File: src/rtl/dmem_arb_pkg.sv
// Shared types and defaults for the two-port data-memory arbiter.
package dmem_arb_pkg;

    localparam int unsigned DEPTH_DEF = 2048;
    localparam int unsigned AW_DEF    = 32;
    localparam int unsigned DW_DEF    = 32;

    // Requester index: 0 = CPU load/store, 1 = DMA/debug
    typedef logic [0:0] port_idx_t;

    // One-cycle response record carried from issue to completion
    typedef struct packed {
        logic      valid;  // in-range read issued, data returns next cycle
        port_idx_t owner;  // port that issued the access
        logic      err;    // out-of-range access accepted and dropped
    } resp_t;

endpackage

File: src/rtl/dmem_arb_if.sv
// Requester-side bus of the data-memory arbiter (one instance per port).
interface dmem_arb_if
    import dmem_arb_pkg::*;
#(
    parameter int unsigned AW = AW_DEF,
    parameter int unsigned DW = DW_DEF
);
    logic          req;
    logic          we;
    logic [AW-1:0] addr;
    logic [DW-1:0] wdata;
    logic          gnt;
    logic          rvalid;
    logic [DW-1:0] rdata;
    logic          err;

    modport master (
        output req, we, addr, wdata,
        input  gnt, rvalid, rdata, err
    );

    modport slave (
        input  req, we, addr, wdata,
        output gnt, rvalid, rdata, err
    );
endinterface

File: src/rtl/dmem_arb_pick.sv
// Winner select between the two requesters.
// DMEM_ARB_RR_EN: defined = round-robin on last_owner, undefined = port 0 fixed priority.
module dmem_arb_pick
    import dmem_arb_pkg::*;
(
    input  logic      req0,
    input  logic      req1,
`ifdef DMEM_ARB_RR_EN
    input  port_idx_t last_owner,
`endif
    output logic      any_c,
    output port_idx_t sel_c
);

    // A lone requester always wins; a tie is resolved by the configured policy
    always_comb begin
        any_c = req0 | req1;
        sel_c = port_idx_t'(0);
        if (req0 && req1) begin
`ifdef DMEM_ARB_RR_EN
            sel_c = ~last_owner;
`else
            sel_c = port_idx_t'(0);
`endif
        end else if (req1) begin
            sel_c = port_idx_t'(1);
        end
    end

endmodule

File: src/rtl/dmem_arbiter.sv
// Two-port arbiter/sequencer for the single-port synchronous data memory.
// One access issued per cycle, read data returned one cycle after issue.
// DMEM_ARB_RR_EN: defined = round-robin arbitration, undefined = port 0 fixed priority.
module dmem_arbiter
    import dmem_arb_pkg::*;
#(
    parameter int unsigned DEPTH = DEPTH_DEF,
    parameter int unsigned AW    = AW_DEF,
    parameter int unsigned DW    = DW_DEF
) (
    input  logic                     clk,
    input  logic                     rst_n,
    dmem_arb_if.slave                m0,
    dmem_arb_if.slave                m1,
    output logic [$clog2(DEPTH)-1:0] mem_addr,
    output logic [DW-1:0]            mem_wdata,
    output logic                     mem_rd,
    output logic                     mem_wr,
    input  logic [DW-1:0]            mem_rdata
);

    localparam int unsigned MAW = $clog2(DEPTH);

    logic            any_c;
    port_idx_t       sel_c;
    logic            sel_we;
    logic [AW-1:0]   sel_addr;
    logic [DW-1:0]   sel_wdata;
    logic            in_range;
    logic [MAW-1:0]  addr_q;
    logic [DW-1:0]   wdata_q;
    resp_t           resp_d;
    resp_t           resp_q;

`ifdef DMEM_ARB_RR_EN
    port_idx_t       last_owner;
`endif

    dmem_arb_pick u_pick (
        .req0       (m0.req),
        .req1       (m1.req),
`ifdef DMEM_ARB_RR_EN
        .last_owner (last_owner),
`endif
        .any_c      (any_c),
        .sel_c      (sel_c)
    );

    // Route the winning request onto the shared access path
    always_comb begin
        sel_we    = m0.we;
        sel_addr  = m0.addr;
        sel_wdata = m0.wdata;
        if (sel_c == port_idx_t'(1)) begin
            sel_we    = m1.we;
            sel_addr  = m1.addr;
            sel_wdata = m1.wdata;
        end
    end

    // Grants, memory strobes and the response record for this cycle's issue
    always_comb begin
        in_range     = sel_addr < AW'(DEPTH);
        m0.gnt       = any_c && (sel_c == port_idx_t'(0));
        m1.gnt       = any_c && (sel_c == port_idx_t'(1));
        mem_rd       = any_c && !sel_we && in_range;
        mem_wr       = any_c && sel_we && in_range;
        mem_addr     = any_c ? MAW'(sel_addr) : addr_q;
        mem_wdata    = any_c ? sel_wdata : wdata_q;
        resp_d       = '0;
        resp_d.valid = any_c && !sel_we && in_range;
        resp_d.owner = sel_c;
        resp_d.err   = any_c && !in_range;
    end

    // Memory address/data hold their last issued value while idle
    always_ff @(posedge clk or negedge rst_n) begin
        if (!rst_n) begin
            addr_q  <= '0;
            wdata_q <= '0;
        end else if (any_c) begin
            addr_q  <= MAW'(sel_addr);
            wdata_q <= sel_wdata;
        end
    end

    // Response pipeline stage: completes the access issued last cycle
    always_ff @(posedge clk or negedge rst_n) begin
        if (!rst_n) begin
            resp_q <= '0;
        end else begin
            resp_q <= resp_d;
        end
    end

`ifdef DMEM_ARB_RR_EN
    // Reset to port 1 so port 0 wins the first tie; moves only on a grant
    always_ff @(posedge clk or negedge rst_n) begin
        if (!rst_n) begin
            last_owner <= port_idx_t'(1);
        end else if (any_c) begin
            last_owner <= sel_c;
        end
    end
`endif

    // Steer the returning read data and error pulse to the owning port
    always_comb begin
        m0.rvalid = resp_q.valid && (resp_q.owner == port_idx_t'(0));
        m1.rvalid = resp_q.valid && (resp_q.owner == port_idx_t'(1));
        m0.err    = resp_q.err && (resp_q.owner == port_idx_t'(0));
        m1.err    = resp_q.err && (resp_q.owner == port_idx_t'(1));
        m0.rdata  = m0.rvalid ? mem_rdata : '0;
        m1.rdata  = m1.rvalid ? mem_rdata : '0;
    end

endmodule

File: src/flat_wrapper.sv
// flat-port wrapper written by rule: the top's interface ports become plain ports
module dmem_arbiter_flat import dmem_arb_pkg::*;
#(
    parameter int unsigned DEPTH = DEPTH_DEF,
    parameter int unsigned AW    = AW_DEF,
    parameter int unsigned DW    = DW_DEF
)
  (clk, rst_n, mem_addr, mem_wdata, mem_rd, mem_wr, mem_rdata, m0_req, m0_we, m0_addr, m0_wdata, m0_gnt, m0_rvalid, m0_rdata, m0_err, m1_req, m1_we, m1_addr, m1_wdata, m1_gnt, m1_rvalid, m1_rdata, m1_err);
  dmem_arb_if #(.AW(AW), .DW(DW)) m0_i ();
  dmem_arb_if #(.AW(AW), .DW(DW)) m1_i ();
  input  logic clk;
  input  logic rst_n;
  output logic [$clog2(DEPTH)-1:0] mem_addr;
  output logic [DW-1:0] mem_wdata;
  output logic mem_rd;
  output logic mem_wr;
  input  logic [DW-1:0] mem_rdata;
  input wire logic [$bits(m0_i.req)-1:0] m0_req;
  input wire logic [$bits(m0_i.we)-1:0] m0_we;
  input wire logic [$bits(m0_i.addr)-1:0] m0_addr;
  input wire logic [$bits(m0_i.wdata)-1:0] m0_wdata;
  output wire logic [$bits(m0_i.gnt)-1:0] m0_gnt;
  output wire logic [$bits(m0_i.rvalid)-1:0] m0_rvalid;
  output wire logic [$bits(m0_i.rdata)-1:0] m0_rdata;
  output wire logic [$bits(m0_i.err)-1:0] m0_err;
  input wire logic [$bits(m1_i.req)-1:0] m1_req;
  input wire logic [$bits(m1_i.we)-1:0] m1_we;
  input wire logic [$bits(m1_i.addr)-1:0] m1_addr;
  input wire logic [$bits(m1_i.wdata)-1:0] m1_wdata;
  output wire logic [$bits(m1_i.gnt)-1:0] m1_gnt;
  output wire logic [$bits(m1_i.rvalid)-1:0] m1_rvalid;
  output wire logic [$bits(m1_i.rdata)-1:0] m1_rdata;
  output wire logic [$bits(m1_i.err)-1:0] m1_err;
  assign m0_i.req = m0_req;
  assign m0_i.we = m0_we;
  assign m0_i.addr = m0_addr;
  assign m0_i.wdata = m0_wdata;
  assign m0_gnt = m0_i.gnt;
  assign m0_rvalid = m0_i.rvalid;
  assign m0_rdata = m0_i.rdata;
  assign m0_err = m0_i.err;
  assign m1_i.req = m1_req;
  assign m1_i.we = m1_we;
  assign m1_i.addr = m1_addr;
  assign m1_i.wdata = m1_wdata;
  assign m1_gnt = m1_i.gnt;
  assign m1_rvalid = m1_i.rvalid;
  assign m1_rdata = m1_i.rdata;
  assign m1_err = m1_i.err;
  dmem_arbiter #(.DEPTH(DEPTH), .AW(AW), .DW(DW)) u_core (.clk(clk), .rst_n(rst_n), .m0(m0_i), .m1(m1_i), .mem_addr(mem_addr), .mem_wdata(mem_wdata), .mem_rd(mem_rd), .mem_wr(mem_wr), .mem_rdata(mem_rdata));
endmodule
File: config.mk
export PLATFORM = sky130hd
export DESIGN_NAME = dmem_arbiter_flat
export DESIGN_NICKNAME = d
export VERILOG_FILES = /design/src/rtl/dmem_arb_pkg.sv /design/src/rtl/dmem_arb_if.sv /design/src/rtl/dmem_arb_pick.sv /design/src/rtl/dmem_arbiter.sv /design/src/flat_wrapper.sv
export SDC_FILE = /design/constraint.sdc
export NUM_CORES = 1
export LEC_CHECK = 0
export CORE_AREA = 2 2 109 111
export CTS_BUF_LIST = sky130_fd_sc_hd__clkbuf_8
export CTS_CLUSTER_DIAMETER = 100
export CTS_CLUSTER_SIZE = 25
export DETAILED_ROUTE_END_ITERATION = 10
export DIE_AREA = 0 0 111 113
export MAX_ROUTING_LAYER = met4
export PLACE_DENSITY = 0.79
export SLEW_MARGIN = 25
export SYNTH_ARGS = -nofsm -noshare
export SYNTH_HDL_FRONTEND = slang
export SYNTH_HIERARCHICAL = 1
export SYNTH_SLANG_ARGS = --single-unit
File: constraint.sdc
create_clock -name clk -period 2.45 [get_ports clk]
set_input_delay 0.6125 -clock clk [delete_from_list [all_inputs] [get_ports clk]]
set_output_delay 0.6125 -clock clk [all_outputs]
set_load 0.02 [all_outputs]
=== Word-level counts from Yosys, hierarchy flattened ===
Cells that the tools add are included.

* Memory bits (writable): 0
* ROM bits: 0
* Input port bits: 166
* Register bits after elaboration: 46
* Memories: 0
* Output and inout bits: 115
* Logic and storage cells: 32
* Bits in latches: 0

* Bitwise gates (word level): 3
* Magnitude comparators: 1
* Shifts and indexed selects: 0
* Reduce and logical (&&, ||, !) cells: 14
* Eq/ne operators: 0
* Multiply operators: 0
* Add/subtract/negate cells: 0
* Muxes and demuxes: 9
* Divide/modulo/power cells: 0

{| class="wikitable"
|+ Operators by type and width
! cell !! number
|-
| 32-bit two-way mux || 5
|-
| 32-bit by 12-bit < comparator with 1-bit output, second input constant || 1
|-
| 1-bit logical AND || 12
|-
| 11-bit two-way mux || 1
|-
| 1-bit two-way mux || 3
|-
| 1-bit logical NOT || 2
|-
| 1-bit NOT || 2
|-
| 1-bit bitwise OR || 1
|}

=== Logic depth before layout (Yosys ltp) ===
Gate-level depths: netlist of run 1.

* Depth after elaboration: 6
* Mapped depth: 5
* Gate-level depth less buffers: 5

=== Cells and area by module ===
The synthesis of run 1 kept the hierarchy.

{| class="wikitable"
|+ Modules (own cells, without submodules)
! module !! area an instance (um2) !! cells each !! instances !! sequential area each (um2)
|-
| dmem_arbiter || 2636.3 || 289 || 1 || 1151.1
|-
| dmem_arb_pick || 12.5 || 2 || 1 || 0.0
|}

=== Worst setup path before layout of run 1 ===
No wires, ideal clock.

* Kind: input to output
* Start: input m0_addr[27]
* End: output mem_rd
* Buffers on the path: 0
* Stages on the path: 3
* Arrival: 2049 ps
* Data required time: 1837 ps
* Path slack: -211 ps
* Path through: or4_1 -> or4_4 -> a211oi_2

* Word-level cells in the longest chain between the ends: 3

{| class="wikitable"
|+ RTL lines
! item !! RTL line !! text
|-
| start, declared || flat_wrapper.sv:20 || <nowiki>input wire logic [$bits(m0_i.addr)-1:0] m0_addr;</nowiki>
|-
| 32-bit two-way mux || dmem_arbiter.sv:54 || <nowiki>if (sel_c == port_idx_t'(1)) begin</nowiki>
|-
| 32-bit by 12-bit < comparator with 1-bit output || dmem_arbiter.sv:63 || <nowiki>in_range = sel_addr < AW'(DEPTH);</nowiki>
|-
| 1-bit logical AND || dmem_arbiter.sv:66 || <nowiki>mem_rd = any_c && !sel_we && in_range;</nowiki>
|-
| end, declared || flat_wrapper.sv:15 || <nowiki>output logic mem_rd;</nowiki>
|}

Every way passes these cells.

=== Worst setup path after layout of run 1 ===
* Start: input m0_addr[28]
* End: output mem_rd

Same word-level chain as after synthesis.

==> results of run 1 <==
==> power breakdown <==
group	switching (mW)	leakage (nW)	internal [mW]
sequential	0.0223	0.526	0.833
clock	0.264	0.0483	0.201
combinational	0.381	3.00	0.485
total	0.667	3.57	1.52
==> layout by cell type, fill, tap and decap left out, types with 2 or more instances in the layout <==
master / n
nor4_2: 4
buf_4: 46
dlygate4sd2_1: 28
mux2i_4: 5
and2_1: 35
clkbuf_16: 3
a21oi_1: 17
a21oi_2: 27
clkdlybuf4s50_1: 135
dlymetal6s2s_1: 46
and3_1: 32
or4_4: 4
mux2i_1: 25
buf_16: 3
dfrtp_1: 46
buf_6: 18
buf_12: 6
clkdlybuf4s15_1: 12
clkbuf_8: 5
mux2i_2: 13
clkbuf_2: 4
nor4_1: 2
nor2_1: 44
buf_8: 2
nand4_1: 2
buf_2: 16
clkinv_2: 2
==> registers in the layout, summed over array words and instances (netlist names) <==
| name | count |
|---|---|
| u_core/wdata_q | 32 |
| u_core/addr_q | 11 |
| u_core/resp_q | 3 |
==> cell families after synthesis <==
family,share of synthesized area [%]
compound gates,8.79
buf+inv,3.78
flops,43.5
mux,16.7
simple gates,27.3
==> routing by layer <==
metal | global-route usage [%] | vias to the layer above
li1 | - | 1610
met1 | 19.0 | 1589
met2 | 33.5 | 193
met3 | 4.18 | 20
met4 | 5.42 | 0
met5 | - | -
==> cell usage after synthesis <==
cell | number | area share [%]
clkbuf_1 | 19 | 2.7
and3_2 | 1 | 0.28
nand2_1 | 1 | 0.14
mux2_2 | 1 | 0.43
dfrtp_1 | 46 | 43
and2_1 | 35 | 8.3
or4_4 | 2 | 0.85
a21oi_1 | 44 | 8.3
buf_2 | 5 | 0.94
and3_1 | 32 | 7.6
or2_1 | 1 | 0.24
nor4b_1 | 1 | 0.33
or4_1 | 2 | 0.57
nand4_1 | 2 | 0.47
nor2_1 | 44 | 6.2
inv_1 | 1 | 0.14
nor2b_1 | 3 | 0.71
mux2i_1 | 43 | 16
nor4_1 | 7 | 1.7
a211oi_2 | 1 | 0.47
==> area by class of cell <==
class	count	area, um2	share of cell area [%]
clock buffer	5	68.8	1.08
inverter	1	3.75	0.0589
sequential	46	1150	18.1
tap	143	179	2.81
clock inverter	3	18.8	0.295
multi-input combinational	220	1690	26.5
timing repair buffer	320	3260	51.2
==> critical path, cell delays in order <==
cell	delay, ns
dlygate4sd2_1	0.25
nor4_2	0.28
nand4_1	0.13
or4_4	0.57
a211oi_4	0.25
buf_6	0.15
==> worst paths after layout <==
path,to,slack (ns),cells past startpoint
worst max-delay path,mem_rd,-0.40,6
worst min-delay path,u_core/wdata_q[10],0.28,2
worst max register to register,u_core/wdata_q[18],1.66,3
worst min register to register,u_core/wdata_q[6],0.52,2
max in group asynchronous,u_core/resp_q[2],1.93,2
min in group clk,u_core/wdata_q[6],0.52,2
==> what timing repair did <==
action	4_1_cts	5_1_grt
endpoints found under the hold margin	0	0
pin swaps	17	32
setup buffers	2	13
hold buffers	0	0
gates cloned	2	5
setup endpoints to repair	65	92
resized for setup	255	190
==> flow_summary.ini, run 1 <==
[logic_synthesis]
synth.avg_cell_area_um2 = 9.10
ys_ff_latch = 46
syn-cell-area_um2 = 2650
synth_fp_nets = 457
ys_types = 20
synth_cells = 291
seq_area_frac_synth_pct = 43.5
yosys_warnings = 6

[outcome]
status = finished with violations
violations = negative setup slack

[final_layout]
fillers = 980
area_growth_syn_to_layout_pct = 141
layout.nets = 760
diodes = 0
stdcell_area_um2 = 6370
drive_above_1_share_pct = 28.2
final_core_util_pct = 56.5
final_cells = 738

[detailed_routing]
routedWlPerCell_um = 16.8
routed.top_layer = met4
vias_per_cell = 4.62
drt_iter0_markers = 151
ant_nets = 0
met3_length_um = 909
vias = 3412
firstDrtPassIters = 4
routed_wl_um = 12400
drc_errors = 0
dr_wl_met2_um = 6540
drt-met1-wl_um = 4690

[worst_setup_path]
cp-end-kind = output port
arrival_ns = 2.24
path_max_fanout = 3
crit_required_ns = 1.84
worstSetupPathType = in -> out
rr_startpoint = u_core/wdata_q[18]
cp-start-kind = primary input
crit_start = m0_addr[28]

[sta]
tightest_slew_ns = 0.272
tns_ns = -2.45
maxSlewHeadroom_pct = 81.7
final-max-slew-violation-count = 0
report.final.setup_viol = 33
rsz0062_at_grt = true
fin_crit_ns = 2.85
hold_viol_final = 0
fmax_mhz = 351
skew_ns = 0
holdWs_ns = 0.281
fin_crit_sh_pct = 116
worst_slack_ns = -0.399

[clocking]
cts_tree = built
numCtsBuffers = 5
clock-root-buffer = clkbuf_8
cts.clk_slew.worst_paths_ns = 0.10
clockBufferDepth = 2
cts.sinks = 46
htreeDepth = 2
clock_latency_ns = 0.29

[place]
postPlaceCellArea_um2 = 5730
place_ws_ns = -1.23
dp_cells = 708
gp_congestion = 1.02
dp_hpwl_um = 8830
portBuffers = 280

[floorplan]
row_count = 39
start_util_pct = 23.5
die_y_um = 113
die-width_um = 111
die-area_um2 = 12500
core_um2 = 11300
ios = 281

[global_routing]
grt_max_degree = 51
antenna_found_initial = 0
grt_pass1_vias = 3439
grt_overflow_total = 0
grt_pass1_wl_um = 17500
grtUsageTotal_pct = 18.0

[power]
peakVddDrop_mv = 0.258
power_mw = 2.19
p_per_area_nw_per_um2 = 343
p_leak_nw = 3.57

[worst_hold_path]
hold_path_class = in -> async

[job]
drv_cap = 0
Power figures use the tool's default switching activity.
==> run 2, diff against run 1 <==
--- a/config.mk
+++ b/config.mk
@@ -5,16 +5,15 @@
 export SDC_FILE = /design/constraint.sdc
 export NUM_CORES = 1
 export LEC_CHECK = 0
-export CORE_AREA = 2 2 109 111
+export CORE_AREA = 2 2 107 109
 export CTS_BUF_LIST = sky130_fd_sc_hd__clkbuf_8
 export CTS_CLUSTER_DIAMETER = 100
 export CTS_CLUSTER_SIZE = 25
 export DETAILED_ROUTE_END_ITERATION = 10
-export DIE_AREA = 0 0 111 113
+export DIE_AREA = 0 0 109 111
 export MAX_ROUTING_LAYER = met4
-export PLACE_DENSITY = 0.79
+export PLACE_DENSITY = 0.82
 export SLEW_MARGIN = 25
 export SYNTH_ARGS = -nofsm -noshare
 export SYNTH_HDL_FRONTEND = slang
-export SYNTH_HIERARCHICAL = 1
 export SYNTH_SLANG_ARGS = --single-unit
==> run 2 against run 1 <==
The flow now finishes without violations. Total power fell by 7.0%. Final cell count rose by 1.2%. Synthesized cell count rose by 3.1%. Register-to-register slack got worse by 0.11 ns. Maximum frequency rose by 16%. Setup slack improved by 0.40 ns. Hold slack got worse by 0.16 ns. Critical path type unchanged. Largest power group is now sequential cells.
==> flow_summary.ini, run 2 <==
[outcome]
status = complete, no violations

[final_layout]
final_common_cell = clkdlybuf4s50_1
drive_above_1_share_pct = 11.9
multi_input_area_um2 = 1470
top_register = u_core.wdata_q
layout.nets = 769
largest_register_ffs = 32
regArea_um2 = 1150
area_growth_syn_to_layout_pct = 119
stdcell_area_um2 = 6030
diodes = 0
fillers = 1045
reg_top3 = u_core.wdata_q x32, u_core.addr_q x11, u_core.resp_q x3
final_cell_mix = 136 x clkdlybuf4s50_1, 93 x dlygate4sd2_1, 46 x dfrtp_1, 44 x nand2_1, 43 x mux2i_1

[clocking]
cts_tree = built
clock-root-buffer = clkbuf_8
clock_latency_ns = 0.29
htreeDepth = 2
cts.clk_slew.worst_paths_ns = 0.09
numCtsBuffers = 5
cts.sinks = 46
clockBufferDepth = 2

[place]
gp_congestion = 0.907
place_ws_ns = -0.713
postPlaceCellArea_um2 = 5870
portBuffers = 280
dp_hpwl_um = 9120

[sta]
report.final.setup_viol = 0
rsz0062_at_grt = true
tightest_slew_ns = 0.552
fin_crit_sh_pct = 100
skew_ns = 0
worst_slack_ns = 0.000643
fmax_mhz = 408
final-max-slew-violation-count = 0
maxSlewHeadroom_pct = 63.2
tns_ns = 0
fin_crit_ns = 2.45
hold_viol_final = 0

[worst_setup_path]
path_cells = dlygate4sd2_1, nor4_2, nand4_1, nor3_1, o21a_1, buf_6
critical-path-top-delay-family = simple AND/OR/NAND/NOR gates
worstSetupPathType = in -> out
slowest_delay_ns = 0.27
arrival_ns = 1.84
crit_required_ns = 1.84
path_max_fanout = 3
crit_path_top_delay_cell = nor4_2
cp-end-kind = output port
path_buf_inv = 2
cp-start-kind = primary input

[floorplan]
die-area_um2 = 12100
row_count = 39
start_util_pct = 24.8
core_um2 = 11100
die-width_um = 109
ios = 281
die_y_um = 111

[global_routing]
grtUsageTotal_pct = 18.1
grt_pass1_wl_um = 16800
grt_overflow_total = 0
antenna_found_initial = 0
grt_pass1_vias = 3414
grt_max_degree = 64

[power]
peakVddDrop_mv = 0.273
p_leak_nw = 3.63
p_per_area_nw_per_um2 = 337

[logic_synthesis]
synth_top_cells_by_area = dfrtp_1 42%, mux2i_1 16%, o21ai_0 8.0%
synth_edf_count = 0
synth.most_common_cell = dfrtp_1
syn-cell-area_um2 = 2750
synth_fp_nets = 466
synth_cells = 300
ys_top_cells_by_count = 46 x dfrtp_1, 44 x nand2_1, 44 x o21ai_0
seq_area_frac_synth_pct = 41.9
ys_ff_latch = 46
yosys_warnings = 0
async_flop_share_pct = 100
synth.avg_cell_area_um2 = 9.17
synth_ff_type = dfrtp_1
netlist.area_leader.share_pct = 41.9
ys_types = 26
synth_top_cell_by_area = dfrtp_1

[job]
drv_cap = 0

[detailed_routing]
drt_iter0_markers = 116
ant_nets = 0
routedWlPerCell_um = 15.4
firstDrtPassIters = 4
vias = 3320
drc_errors = 0
routed_wl_um = 11500
vias_per_cell = 4.44

[worst_hold_path]
hold_path_class = in -> async
-- run 2: path summary, 6_finish.rpt --
path | start | to | slack [ns] | cells after the start
hold reg to reg | u_core.wdata_q[16] | u_core.wdata_q[16] | 0.61 | 2
setup / recovery | m0_addr[24] | mem_wr | 0.0006 | 6
max in group asynchronous | rst_n | u_core.resp_q[0] | 1.57 | 2
min in group clk | u_core.wdata_q[16] | u_core.wdata_q[16] | 0.61 | 2
setup reg to reg | u_core.addr_q[5] | u_core.addr_q[5] | 1.55 | 3
hold / removal | rst_n | u_core.wdata_q[9] | 0.12 | 1
-- run 2: area by class of cell --
cell class,count,share of cell area (%)
Clock inverter,2,0.207
Tap cell,143,2.97
Clock buffer,6,1.37
Multi-Input combinational cell,224,24.4
Inverter,5,0.311
Timing Repair Buffer,321,51.7
Sequential cell,46,19.1
-- run 2: where the power goes --
group	internal, mW	switching, mW	total [mW]	leakage [nW]
logic	0.387	0.307	0.694	3.02
registers	0.825	0.0201	0.845	0.557
clock network	0.230	0.263	0.493	0.0530
total	1.44	0.591	2.03	3.63
-- run 2: metal layers --
layer	track usage, %	routed length [um]	vias to the layer above
li1	-	-	1637
met1	20.0	4390	1513
met2	32.5	6030	156
met3	3.64	929	14
met4	4.62	182	0
met5	-	0	-
-- run 2: what timing repair did --
item	in CTS	in global routing
pin swaps	13	4
hold buffers	0	0
setup endpoints to repair	69	48
gates resized for setup	114	54
buffers inserted	8	1
-- run 2: kinds of logic (layout without fill, tap and decap cells) --
family          count (synthesis)  after routing  share of synthesized area, %
simple gates                  133            133                          27.8
compound gates                 48             48                          8.92
flops                          46             46                          41.9
mux                            43             43                          15.7
buf+inv                        30            334                          5.73
-- run 2: stage by stage --
step / cells / util, % / power, mW / hold WS [ns]
final: 747 / 54.4 / 2.03 / 0.118
after global routing: 747 / 54.4 / 2.16 / 0.0995
after CTS: 746 / 53.3 / 2.07 / 0.104
after detailed placement: 730 / 53.0 / 1.62 / 0.439
after global placement: 730 / 53.0 / 1.61 / 0.438
after floorplan: 300 / - / 1.11 / 0.317
==> run 3, diff against run 2 <==
--- a/config.mk
+++ b/config.mk
@@ -17,3 +17,4 @@
 export SYNTH_ARGS = -nofsm -noshare
 export SYNTH_HDL_FRONTEND = slang
 export SYNTH_SLANG_ARGS = --single-unit
+export TNS_END_PERCENT = 30
==> results of run 3 <==
The final DEF is identical to that of run 2; final timing and power are the same.
